$ cat src/rtl/ddr_arb_pkg.sv
// rtl/ddr_arb_pkg.sv - shared widths, IDs and FSM state type for ddr_axi_arbiter
package ddr_arb_pkg;

  localparam int ADDR_W = 28;
  localparam int DATA_W = 256;
  localparam int STRB_W = 32;
  localparam int LEN_W  = 4;
  localparam int ID_W   = 4;

  localparam logic [ID_W-1:0] RD_ID = 4'hF;

  typedef enum logic [2:0] {
    IDLE    = 3'd0,
    WR_ADDR = 3'd1,
    WR_DATA = 3'd2,
    RD_ADDR = 3'd3,
    RD_DATA = 3'd4
  } arb_state_t;

endpackage

$ cat src/rtl/rr_arbiter.sv
// rtl/rr_arbiter.sv - N-way round-robin picker; pointer moves past the winner when advance is high
module rr_arbiter #(
  parameter int N     = 2,
  parameter int IDX_W = (N > 1) ? $clog2(N) : 1
) (
  input  logic             clk,
  input  logic             rst,
  input  logic [N-1:0]     req,
  input  logic             advance,
  output logic [N-1:0]     gnt,
  output logic [IDX_W-1:0] idx
);

  logic [IDX_W-1:0] ptr;
  logic [N-1:0]     rot;
  logic             found;
  int               sel;

  // Rotate so bit 0 is the requester at the pointer, then take the first set bit.
  always_comb begin
    rot   = N'({req, req} >> ptr);
    found = 1'b0;
    sel   = int'(ptr);
    for (int k = 0; k < N; k++) begin
      if (!found && rot[k]) begin
        found = 1'b1;
        sel   = int'(ptr) + k;
      end
    end
    if (sel >= N) sel = sel - N;
    idx = IDX_W'(sel);
    gnt = found ? (N'(1) << idx) : '0;
  end

  always_ff @(posedge clk) begin
    if (rst) begin
      ptr <= '0;
    end else if (advance && found) begin
      ptr <= (int'(idx) == N - 1) ? '0 : idx + 1'b1;
    end
  end

endmodule

$ cat src/rtl/ddr_axi_arbiter.sv
// rtl/ddr_axi_arbiter.sv - one-burst-at-a-time scheduler of N_WR writers and one reader onto the ddr3_32 AXI port
// Optional watchdog that abandons a stalled burst: define DDR_ARB_WDOG_EN.
module ddr_axi_arbiter
  import ddr_arb_pkg::*;
#(
  parameter int N_WR       = 2,
  parameter int RD_MAX     = 4,
  parameter int WDOG_TICKS = 4096
) (
  input  logic                        clk,
  input  logic                        rst,
  input  logic                        ddr_inited,

  input  logic [N_WR-1:0]             wr_req,
  input  logic [N_WR-1:0][ADDR_W-1:0] wr_addr,
  input  logic [N_WR-1:0][LEN_W-1:0]  wr_len,
  input  logic [N_WR-1:0][DATA_W-1:0] wr_data,
  input  logic [N_WR-1:0][STRB_W-1:0] wr_strb,
  output logic [N_WR-1:0]             wr_gnt,
  output logic [N_WR-1:0]             wr_data_req,

  input  logic                        rd_req,
  input  logic [ADDR_W-1:0]           rd_addr,
  input  logic [LEN_W-1:0]            rd_len,
  output logic                        rd_gnt,
  output logic [DATA_W-1:0]           rd_data,
  output logic                        rd_valid,
  output logic                        rd_last,

  output logic [ADDR_W-1:0]           axi_awaddr,
  output logic [LEN_W-1:0]            axi_awlen,
  output logic [ID_W-1:0]             axi_awuser_id,
  output logic                        axi_awuser_ap,
  output logic                        axi_awvalid,
  input  logic                        axi_awready,

  output logic [DATA_W-1:0]           axi_wdata,
  output logic [STRB_W-1:0]           axi_wstrb,
  input  logic                        axi_wready,
  input  logic                        axi_wusero_last,
  input  logic [ID_W-1:0]             axi_wusero_id,

  output logic [ADDR_W-1:0]           axi_araddr,
  output logic [LEN_W-1:0]            axi_arlen,
  output logic [ID_W-1:0]             axi_aruser_id,
  output logic                        axi_aruser_ap,
  output logic                        axi_arvalid,
  input  logic                        axi_arready,

  input  logic [DATA_W-1:0]           axi_rdata,
  input  logic [ID_W-1:0]             axi_rid,
  input  logic                        axi_rlast,
  input  logic                        axi_rvalid,

  output logic                        busy,
  output logic                        err
);

  localparam int IDX_W = (N_WR > 1) ? $clog2(N_WR) : 1;
  localparam int STK_W = $clog2(RD_MAX + 1);

  arb_state_t        state, state_nx;
  logic [IDX_W-1:0]  g, arb_idx;
  logic [N_WR-1:0]   g_oh, arb_gnt;
  logic [ADDR_W-1:0] lat_addr;
  logic [LEN_W-1:0]  lat_len;
  logic [LEN_W-1:0]  beat_cnt;
  logic [STK_W-1:0]  rd_streak;
  logic              any_wr, go_rd, go_wr;
  logic              w_beat, w_last, r_beat, r_last;
  logic              err_set, wdog_to;

  assign any_wr = |wr_req;
  assign w_beat = (state == WR_DATA) && axi_wready;
  assign w_last = w_beat && axi_wusero_last;
  assign r_beat = (state == RD_DATA) && axi_rvalid;
  assign r_last = r_beat && axi_rlast;

  rr_arbiter #(.N(N_WR), .IDX_W(IDX_W)) u_rr (
    .clk     (clk),
    .rst     (rst),
    .req     (wr_req),
    .advance (go_wr),
    .gnt     (arb_gnt),
    .idx     (arb_idx)
  );

  always_ff @(posedge clk) begin
    if (rst) state <= IDLE;
    else     state <= state_nx;
  end

  // Reads win while writes are idle or the read streak is below RD_MAX.
  always_comb begin
    state_nx = state;
    go_rd    = 1'b0;
    go_wr    = 1'b0;
    unique case (state)
      IDLE: begin
        if (ddr_inited) begin
          if (rd_req && (!any_wr || rd_streak < STK_W'(RD_MAX))) begin
            go_rd    = 1'b1;
            state_nx = RD_ADDR;
          end else if (any_wr) begin
            go_wr    = 1'b1;
            state_nx = WR_ADDR;
          end
        end
      end
      WR_ADDR: if (axi_awready) state_nx = WR_DATA;
      WR_DATA: if (w_last)      state_nx = IDLE;
      RD_ADDR: if (axi_arready) state_nx = RD_DATA;
      RD_DATA: if (r_last)      state_nx = IDLE;
      default: state_nx = IDLE;
    endcase
    if (wdog_to) state_nx = IDLE;
  end

`ifdef DDR_ARB_WDOG_EN
  localparam int WD_W = $clog2(WDOG_TICKS + 1);
  logic [WD_W-1:0] wdog;
  logic            hs;

  assign hs = ((state == WR_ADDR) && axi_awready) || w_beat ||
              ((state == RD_ADDR) && axi_arready) || r_beat;
  assign wdog_to = (state != IDLE) && !hs && (wdog == WD_W'(WDOG_TICKS - 1));

  always_ff @(posedge clk) begin
    if (rst || state == IDLE || hs || wdog_to) wdog <= '0;
    else                                       wdog <= wdog + 1'b1;
  end
`else
  assign wdog_to = 1'b0;
`endif

  assign err_set = (w_last && (beat_cnt != lat_len || axi_wusero_id != ID_W'(g))) ||
                   (r_beat && axi_rid != RD_ID) ||
                   (r_last && beat_cnt != lat_len) ||
                   (axi_rvalid && state != RD_DATA) ||
                   wdog_to;

  always_ff @(posedge clk) begin
    if (rst) begin
      lat_addr  <= '0;
      lat_len   <= '0;
      g         <= '0;
      g_oh      <= '0;
      beat_cnt  <= '0;
      rd_streak <= '0;
      err       <= 1'b0;
    end else begin
      if (go_rd) begin
        lat_addr <= rd_addr;
        lat_len  <= rd_len;
      end else if (go_wr) begin
        lat_addr <= wr_addr[arb_idx];
        lat_len  <= wr_len[arb_idx];
        g        <= arb_idx;
        g_oh     <= arb_gnt;
      end

      if (go_rd || go_wr)     beat_cnt <= '0;
      else if (w_beat || r_beat) beat_cnt <= beat_cnt + 1'b1;

      if (!any_wr || go_wr) rd_streak <= '0;
      else if (go_rd)       rd_streak <= rd_streak + 1'b1;

      if (err_set) err <= 1'b1;
    end
  end

  assign busy          = (state != IDLE);

  assign axi_awvalid   = (state == WR_ADDR);
  assign axi_awaddr    = lat_addr;
  assign axi_awlen     = lat_len;
  assign axi_awuser_id = ID_W'(g);
  assign axi_awuser_ap = 1'b0;

  assign axi_arvalid   = (state == RD_ADDR);
  assign axi_araddr    = lat_addr;
  assign axi_arlen     = lat_len;
  assign axi_aruser_id = axi_arvalid ? RD_ID : '0;
  assign axi_aruser_ap = 1'b0;

  assign wr_gnt        = (axi_awvalid && axi_awready) ? g_oh : '0;
  assign wr_data_req   = w_beat ? g_oh : '0;
  assign axi_wdata     = wr_data[g];
  assign axi_wstrb     = wr_strb[g];

  assign rd_gnt        = axi_arvalid && axi_arready;
  assign rd_data       = axi_rdata;
  assign rd_valid      = r_beat;
  assign rd_last       = (state == RD_DATA) && axi_rlast;

endmodule

$ cat config.mk
export PLATFORM = sky130hd
export DESIGN_NAME = ddr_axi_arbiter
export DESIGN_NICKNAME = d
export VERILOG_FILES = /design/src/rtl/ddr_arb_pkg.sv /design/src/rtl/rr_arbiter.sv /design/src/rtl/ddr_axi_arbiter.sv
export SDC_FILE = /design/constraint.sdc
export NUM_CORES = 1
export LEC_CHECK = 0
export CORE_AREA = 10 10 612 614
export CTS_BUF_LIST = sky130_fd_sc_hd__clkbuf_2
export CTS_CLUSTER_SIZE = 25
export DETAILED_ROUTE_END_ITERATION = 10
export DIE_AREA = 0 0 622 624
export PLACE_DENSITY = 0.3
export SYNTH_ARGS = -nofsm -noshare
export SYNTH_HDL_FRONTEND = slang
export SYNTH_SLANG_ARGS = --single-unit
$ cat constraint.sdc
create_clock -name clk -period 2.62 [get_ports clk]
set_input_delay 0.524 -clock clk [delete_from_list [all_inputs] [get_ports clk]]
set_output_delay 0.524 -clock clk [all_outputs]
set_load 0.02 [all_outputs]
==> impl_metrics.json <==
{
  "ir_worst_vdd_mv": 0.254,
  "netlist_area_um2": 8510,
  "cts_tree": "built",
  "slew_violations": 0,
  "synth.area.top_cells": "mux2_2 (38%), buf_4 (26%), dfxtp_1 (11%)",
  "grt_pass1_vias": 12300,
  "drc": 0,
  "start_util_pct": 2.35,
  "cp_slowest_cell": "dfxtp_4",
  "fin_cells": 6658,
  "worstSetupPathType": "register to primary output",
  "synth.top_cell.area_share_pct": 38.1,
  "max_cap_viol_count": 0,
  "grt_pass1_wl_um": 284000,
  "clock_latency_ns": 0.68,
  "critPathRequiredTime_ns": 2.10,
  "drtPass1Iterations": 5,
  "wl_met2_um": 115000,
  "die_area_um2": 388000,
  "ff2ff_path_depth": 6,
  "violations": "negative setup slack",
  "synth-edff-count": 0,
  "cts.clk_slew.worst_paths_ns": 0.39,
  "finalWirelength_um": 258000,
  "min_path_type": "input port to register",
  "grt_start_max_net_pins": 35,
  "cp_cell_sequence": "buf_12, buf_16, clkbuf_16, mux2_4, buf_12",
  "placedCellCount": 6490,
  "arrival_ns": 2.38,
  "worstSetupEndpointType": "primary output",
  "status": "complete, but fails checks",
  "synthCells": 945,
  "r2r_start": "state[2]",
  "r2r_setup_slack_ns": 0.39,
  "dpl_cell_area_um2": 23600,
  "min_from": "rd_addr[12]",
  "ys.flop_type": "dfxtp_1",
  "finalClockSkew_ns": 0.0993,
  "cts_root_buf": "clkbuf_2",
  "drive_above_1_share_pct": 44.2,
  "nets": 2746,
  "numCtsBuffers": 5,
  "gr-usage-all-layers_pct": 12.5,
  "final-setup-viol-count": 285,
  "period_needed_ns": 2.90,
  "synth.distinct_cells": 46,
  "die_w_um": 622,
  "async_flop_share_pct": 0,
  "synth_area_per_cell_um2": 9.00,
  "areaGrowthSynthToFinish_pct": 204,
  "highest_layer": "met5",
  "place.gp.congestion": 0.821,
  "cts_buffer_depth": 2,
  "vias": 12800,
  "crit_path_start_kind": "register",
  "period_share_pct": 111,
  "n_fill_cell": 42400,
  "grt_overflow": 0,
  "worst_pin_slew_ns": 0.512,
  "ys_ff_latch": 47,
  "vias_per_cell": 1.92,
  "relSlewSlack_pct": 65.5,
  "place_ws_ns": -0.143,
  "path_common_cell": "buf_12",
  "htreeDepth": 2,
  "r2r-end": "axi_araddr[18]",
  "fp.dieH_um": 624,
  "synth_top_area_cell": "mux2_2",
  "max_stage_delay_ns": 0.51,
  "met1_length_um": 80700,
  "multiInputGateArea_um2": 5540,
  "clock_sinks": 47,
  "hold_viol": 0,
  "io_pins": 1577,
  "met3WireLength_um": 56300,
  "rsz0062_at_grt": "yes",
  "fmax_mhz": 344,
  "power_per_cell_area_nw_per_um2": 268,
  "yosysWarnings": 0,
  "hold_depth": 3,
  "total_power_uw": 6940,
  "rows": 221,
  "design_area_um2": 25900,
  "portBuffers": 1059,
  "final_antenna_net_count": 0,
  "regArea_um2": 967,
  "post-route-util_pct": 7.16,
  "cp_max_fo": 9,
  "dp_hpwl_um": 241000,
  "antenna_found_initial": 267,
  "yosysSeqAreaShare_pct": 11.1,
  "hold_path_end": "axi_araddr[12]",
  "core_um2": 362000,
  "fin_ws_ns": -0.284,
  "leakage_uw": 0.00848,
  "drt_iter0_drc": 896,
  "avgRoutedWirePerCell_um": 38.7
}
-- registers in the layout, indices dropped and copies added, names as in the netlist --
name and cells:
axi_araddr 28, axi_arlen 4, beat_cnt 4, err 1, g 1, g_oh 2, rd_streak 3, state 3
u_rr.ptr 1
-- metal layers --
metal,global-route usage (%),vias to the layer above
met3,12.7,555
met2,20.0,1526
met5,1.72,-
met4,1.10,156
li1,-,4846
met1,11.5,5670
-- cell usage in the layout, fill, tap and decap left out, drive strengths merged, types with 11 or more instances in the layout --
master and n:
a211oi 64, clkbuf 57, inv 38, buf 382, o2bb2ai 32, diode 67
mux2 288, clkdlybuf4s50 752, nor2 11, o21ai 36, dfxtp 47
-- critical path, delay by kind of cell, from the launching register on --
family   cells  cell delay, ns
mux          1            0.32
buf+inv      4            0.72
flops        1            0.51
-- kinds of logic after synthesis --
group	after synthesis	share of synthesized area, %
AO/OA/AOI/OAI	153	14.8
XOR/XNOR	8	0.824
adder cells (fa/ha/maj)	2	0.294
buffers and inverters	397	31.2
flip-flops	47	11.1
multiplexers	290	38.4
other	1	0.0441
AND/OR/NAND/NOR	47	3.38
-- how the worst max path moves through the flow --
| stage | startpoint | endpoint | depth (start not counted) |
|---|---|---|---|
| after floorplan | g | axi_wstrb[22] | 4 |
| after global placement | axi_wready | wr_data_req[0] | 5 |
| after detailed placement | axi_wready | wr_data_req[1] | 5 |
| after CTS | g | axi_wstrb[28] | 6 |
| after global routing | g | axi_wdata[105] | 6 |
| final | g | axi_wdata[174] | 5 |
-- cell usage after synthesis, types with 2 or more instances --
master     count
inv_1         37
a211oi_1      64
o21ai_0       34
dfxtp_1       47
xor2_1         4
clkbuf_1      39
nor2_1        11
nand2b_1       2
o2bb2ai_2     28
o21ai_1        2
buf_6          4
nor2b_1        3
buf_1          8
nor3_2         4
a21oi_1        7
o2bb2ai_1      4
ha_1           2
nor3_1         3
buf_2         10
buf_4        299
o211ai_1       2
o21a_1         4
mux2i_1        2
xnor2_1        4
and2_1         3
and3_1         4
nor4bb_1       2
nand2_1        7
mux2_2       288
-- power breakdown --
part / internal, uW / total, uW / switching [uW]
clock network: 163 / 541 / 378
logic: 2860 / 5500 / 2640
registers: 783 / 904 / 121
total: 3800 / 6940 / 3140
-- final cells by class --
type / count / share of cell area, %
diodes: 67 / 0.647
clock inverters: 3 / 0.179
well taps: 4794 / 23.2
repair buffers: 1200 / 50.2
flip-flops and latches: 47 / 3.73
multi-input cells: 505 / 21.4
clock buffers: 5 / 0.0966
inverters: 37 / 0.536
-- through the flow --
stage               setup TNS [ns]  hold WS, ns
CTS                        -118.26        0.255
global route                -93.62        0.333
global placement            -0.257        0.470
detailed placement          -0.275        0.464
floorplan                        0        0.446
finish                      -42.77        0.432
-- what timing repair did --
action | in CTS | in global routing
buffers inserted | 29 | 44
endpoints found under the setup margin | 323 | 310
hold buffers | 0 | 0
gates resized for setup | 569 | 420
gates cloned | 12 | 17
pin swaps | 1 | 2
No activity file was read; power rests on OpenSTA's default activity.
